**src/rtl/vc_dest_arbiter.sv**
```systemverilog
// ---------------------------------------------------------------------------
// vc_dest_arbiter
//
// Purpose:
//   Sits between the VC0/VC1 show-ahead FIFO pair and the two destination
//   FIFOs (D0/D1) in the PCIe transmit path. Each cycle it grants at most one
//   virtual channel, with strict VC0 priority. It pops the granted head word
//   and pushes it, one cycle later, into the destination selected by data bit
//   DEST_BIT. A VC whose destination is almost full is not eligible, so VC1
//   can bypass a VC0 head that is stuck on a paused destination.
//
// Optional feature (macro VC_ARB_STARVE_GUARD_EN):
//   This adds a 3-bit starvation counter. After seven VC0 grants made while
//   VC1 was eligible and waiting, the next grant goes to VC1.
//   With the macro undefined, the block is pure strict priority.
//
// Ports:
//   clk              rising-edge clock
//   reset            asynchronous, active-high reset
//   vc0_data/empty   VC0 FIFO head word / empty flag
//   vc1_data/empty   VC1 FIFO head word / empty flag
//   d0_almost_full   D0 pause request
//   d1_almost_full   D1 pause request
//   vc0_pop/vc1_pop  combinational pop strobes (equal to this cycle's grant)
//   d0_push/d0_data  registered write strobe and word for D0
//   d1_push/d1_data  registered write strobe and word for D1
//   last_grant       registered grant state: 00 IDLE, 01 VC0, 10 VC1
// ---------------------------------------------------------------------------
module vc_dest_arbiter #(
    parameter int data_width = 6,
    parameter int DEST_BIT   = 4
) (
    input  logic                  clk,
    input  logic                  reset,
    input  logic [data_width-1:0] vc0_data,
    input  logic                  vc0_empty,
    input  logic [data_width-1:0] vc1_data,
    input  logic                  vc1_empty,
    input  logic                  d0_almost_full,
    input  logic                  d1_almost_full,
    output logic                  vc0_pop,
    output logic                  vc1_pop,
    output logic                  d0_push,
    output logic [data_width-1:0] d0_data,
    output logic                  d1_push,
    output logic [data_width-1:0] d1_data,
    output logic [1:0]            last_grant
);

    typedef enum logic [1:0] {
        IDLE      = 2'b00,
        GRANT_VC0 = 2'b01,
        GRANT_VC1 = 2'b10
    } grant_state_t;

    grant_state_t          state;
    logic                  vc0_dest;
    logic                  vc1_dest;
    logic                  vc0_elig;
    logic                  vc1_elig;
    logic                  grant_vc0;
    logic                  grant_vc1;
    logic                  grant_any;
    logic                  grant_dest;
    logic [data_width-1:0] grant_word;
    logic                  force_vc1;

    assign vc0_dest = vc0_data[DEST_BIT];
    assign vc1_dest = vc1_data[DEST_BIT];

    // A VC is eligible when its head exists and the destination it targets is
    // not paused. Reset masks eligibility, so no pop escapes while reset is high.
    always_comb begin
        vc0_elig = 1'b0;
        vc1_elig = 1'b0;
        if (!reset) begin
            vc0_elig = !vc0_empty && !(vc0_dest ? d1_almost_full : d0_almost_full);
            vc1_elig = !vc1_empty && !(vc1_dest ? d1_almost_full : d0_almost_full);
        end
    end

`ifdef VC_ARB_STARVE_GUARD_EN
    logic [2:0] starve_cnt;

    // When VC1 has lost seven times in a row while eligible, it wins once.
    assign force_vc1 = (starve_cnt == 3'd7) && vc1_elig;

    // Count VC0 wins that kept an eligible VC1 waiting. Any VC1 grant clears
    // the count. The counter cannot wrap, because at 7 with VC1 eligible the
    // grant goes to VC1.
    always_ff @(posedge clk or posedge reset) begin
        if (reset) begin
            starve_cnt <= 3'd0;
        end else if (grant_vc1) begin
            starve_cnt <= 3'd0;
        end else if (grant_vc0 && vc1_elig) begin
            starve_cnt <= starve_cnt + 3'd1;
        end
    end
`else
    assign force_vc1 = 1'b0;
`endif

    // Strict VC0 priority, unless the starvation guard forces a VC1 turn.
    always_comb begin
        grant_vc0 = vc0_elig && !force_vc1;
        grant_vc1 = vc1_elig && !grant_vc0;
        grant_any = grant_vc0 || grant_vc1;
    end

    assign vc0_pop    = grant_vc0;
    assign vc1_pop    = grant_vc1;
    assign grant_word = grant_vc1 ? vc1_data : vc0_data;
    assign grant_dest = grant_vc1 ? vc1_dest : vc0_dest;

    // Output register and grant state. The data register of the destination
    // that is not written keeps its previous word.
    always_ff @(posedge clk or posedge reset) begin
        if (reset) begin
            d0_push <= 1'b0;
            d1_push <= 1'b0;
            d0_data <= '0;
            d1_data <= '0;
            state   <= IDLE;
        end else begin
            d0_push <= grant_any && !grant_dest;
            d1_push <= grant_any && grant_dest;
            if (grant_any && !grant_dest) begin
                d0_data <= grant_word;
            end
            if (grant_any && grant_dest) begin
                d1_data <= grant_word;
            end
            if (grant_vc0) begin
                state <= GRANT_VC0;
            end else if (grant_vc1) begin
                state <= GRANT_VC1;
            end else begin
                state <= IDLE;
            end
        end
    end

    assign last_grant = state;

endmodule

```
**config.mk**
```make
export PLATFORM = sky130hd
export DESIGN_NAME = vc_dest_arbiter
export DESIGN_NICKNAME = d
export VERILOG_FILES = /design/src/rtl/vc_dest_arbiter.sv
export SDC_FILE = /design/constraint.sdc
export NUM_CORES = 1
export LEC_CHECK = 0
export ABC_AREA = 1
export CAP_MARGIN = 10
export CORE_MARGIN = 10
export CORE_UTILIZATION = 42
export DETAILED_ROUTE_END_ITERATION = 10
export PLACE_DENSITY = 0.9
export SYNTH_ARGS = -nofsm -noshare
export SYNTH_HDL_FRONTEND = slang
export SYNTH_SLANG_ARGS = --single-unit
```
**constraint.sdc**
```tcl
create_clock -name clk -period 1.55 [get_ports clk]
set_clock_uncertainty 0.1 [all_clocks]
set_input_delay 0.2325 -clock clk [delete_from_list [all_inputs] [get_ports clk]]
set_output_delay 0.2325 -clock clk [all_outputs]
set_load 0.1 [all_outputs]
```
Word level (Yosys, flattened, before mapping)
Cells that the tools add are included.

Reduce and logical (&&, ||, !) cells: 12. Muxes and demuxes: 8.

Operators by type and width (count): $logic_not 1->1 (6); $mux 6 (1); $logic_and 1x1->1 (5); $mux 1 (5); $mux 2 (2); $logic_or 1x1->1 (1).

Word-level logic and storage cells: 25. Flip-flop bits (word level): 16. Input bits: 18.

Depth between registers and ports, before layout
Depth in word-level cells: 9. Gate-level depth with buffers: 8.

Worst setup path after synthesis
OpenSTA, ideal clock, no wires.

Path kind: in2out. Start: input reset. End: output vc1_pop. Setup slack: -0.057 ns. Stages on the path: 5. Arrival: 1.275 ns. Path buffers: 0. Cell sequence: nor2_1 -> nand2_1 -> nor2_4 -> nand2_4 -> inv_1.

Longest elaborated chain between the ends: 3.

RTL lines: start, declared (RTL line 34) `input logic reset,`; $mux 1 (RTL line 76) `if (!reset) begin`; $logic_not 1->1 (RTL line 107) `grant_vc1 = vc1_elig && !grant_vc0;`; $logic_and 1x1->1 * (RTL line 107); end, declared (RTL line 42) `output logic vc1_pop,`.

Mark *: on every way between the ends. The rest lies on a longest branch, timed or not.

Final worst setup path
Ends and elaborated chain as after synthesis.

==> results.cfg <==
[run_status]
run_status = completed

[power]
cellPowerDensity_mw_per_mm2 = 1320
finalPower_w = 0.00190
power.leakage_nw = 0.756
vdd_ir_drop_max_mv = 0.747

[clocking]
htree_levels = 1
cts.clk_slew.worst_paths_ns = 0.09
root_buffer = clkbuf_4
cts.sinks = 16
ctsHoldBuffers = 0
cts_inserted_buffers = 3
cts_tree = yes
clk-insertion-delay-late_ns = 0.29
clockBufferDepth = 2

[sta]
setup_viol = 0
slew_headroom = 0.607
hold_violations = 0
holdWs_ns = 0.105
drv_slew = 0
rsz0062_at_grt = false
finalCriticalPeriod_ns = 1.48
finalCritPeriodShare = 0.954
setup_tns_ns = 0
max_freq_mhz = 676
tightest_slew_ns = 0.589

[critical_path]
worstPathCellList = dlygate4sd2_1 -> nor2_2 -> nand2_2 -> nor2_4 -> nand2_4 -> clkinvlp_4 -> buf_12
cp.required_ns = 1.22
cp-start-kind = primary input
slowest_delay_ns = 0.28
worst_path_max_delay_cell = dlygate4sd2_1
arrival_ns = 1.15
path_max_fanout = 3
end_kind = output pin
critPathKind = primary input to output pin

[route]
dr.pass1.iters = 4
remaining_drc_errors = 0
wl_per_cell_um = 15.9
vias_per_cell = 5.25
ant_nets = 0
drt_iter0_drc = 31
routed_wl_um = 2640
via_count = 871

[synthesis]
yosysSeqAreaShare = 0.523
synth_adder_area_share = 0
synth_top_family_by_area = simple AND/OR/NAND/NOR gates
ys_seq_elements = 16
synth_nets = 113
synth_mux_area_frac = 0
syn_area_per_cell_sq_um = 8.06
syn_area_sq_um = 766
synth-compound-area-share = 0
synth_warnings = 0
yosysUniqueCellTypes = 11
synth_xor_area_frac = 0
synthCells = 95
yosys.area_share.simple = 0.408

[die]
rows = 15
pin_count = 36
core_sq_mm = 0.00173
dieArea_sq_mm = 0.00393
initial_core_util = 0.443
chipHeight_um = 62.7
die_x_um = 62.7

[global_routing]
overflow = 0
grt_pass1_wl_um = 4190
grt_max_degree = 17
track_usage = 0.131
grt_pass1_vias = 889
antenna_found_initial = 0

[layout]
final_util = 0.833
fin_nets = 160
num_antenna_cells = 0
area_growth_pct = 87.9
final_cell_mix = nand2_1, buf_12, nand3_1
stdcell_area_sq_mm = 0.00144
layout_commonest_cell = nand2_1
layout-drive-gt1-share = 0.298

[hold_path]
hold_path_class = primary input to async pin

[placement]
numPortBuffers = 35
gp_congestion = 0.772
hpwl_um = 2000
placed_cell_area_sq_mm = 0.00136

[flow_run]
drv_cap = 0
## where the power goes
part | total, W | switching, W | internal [W]
Clock | 0.000277 | 0.000134 | 0.000143
Combinational | 0.00106 | 0.000693 | 0.000363
Sequential | 0.000564 | 0.0000784 | 0.000485
## worst paths after layout
kind                       startpoint       endpoint  slack [ns]  cells past startpoint
max in group asynchronous       reset     d1_data[1]        0.86                      2
hold reg to reg            d1_data[4]     d1_data[4]        0.44                      2
setup reg to reg           d1_data[5]     d1_data[5]        0.72                      2
hold / removal                  reset  last_grant[1]        0.11                      2
min in group clk            vc0_empty  last_grant[0]        0.30                      4
setup / recovery                reset        vc1_pop        0.07                      7
## synthesized netlist by cell type (all sizes together)
library cell	number	area [sq um]
nand2	42	168
nand3	20	123
nor2	4	22.5
dfrtp	16	400
buf	1	7.51
inv	12	45.0
## through the flow
stage / std cells / worst slack [ns]
global placement: 159 / -0.197
detailed placement: 159 / -0.275
CTS: 166 / 0.0646
global route: 166 / 0.0117
floorplan: 95 / 0.0351
finish: 166 / 0.0709
## worst max-delay path, delay by kind of cell
family / cells / cell delay, ns
and+or+nand+nor: 4 / 0.38
buffers and inverters: 3 / 0.52
## routing by layer
| metal | share of wire | vias up | wire (um) | GRT usage |
|---|---|---|---|---|
| li1 | - | 384 | - | - |
| met1 | 0.38 | 407 | 993 | 0.135 |
| met2 | 0.49 | 67 | 1290 | 0.215 |
| met3 | 0.080 | 13 | 212 | 0.0430 |
| met4 | 0.052 | 0 | 138 | 0.101 |
| met5 | 0 | - | 0 | 0 |
## flip-flops by register name (all words and copies together), names as in the netlist
| signal | flops |
|---|---|
| d0_data | 6 |
| d0_push | 1 |
| last_grant | 2 |
| d1_data | 6 |
| d1_push | 1 |
## layout make-up
| class | instances | area, sq um |
|---|---|---|
| Timing Repair Buffer | 43 | 582 |
| Sequential cell | 16 | 400 |
| Multi-Input combinational cell | 66 | 340 |
| Fill cell | 98 | 288 |
| Inverter | 12 | 48.8 |
| Clock buffer | 4 | 36.3 |
| Tap cell | 25 | 31.3 |
## repair_timing
| action | in CTS | in global routing |
|---|---|---|
| gates resized for setup | 11 | 3 |
| setup buffers | 3 | 0 |
| endpoints found under the setup margin | 4 | 5 |
| pin swaps | 7 | 0 |
## kinds of logic after synthesis
| family | after synthesis |
|---|---|
| buf+inv | 13 |
| flops | 16 |
| simple gates | 66 |
Note: power is estimated with default switching activity, not from simulation.
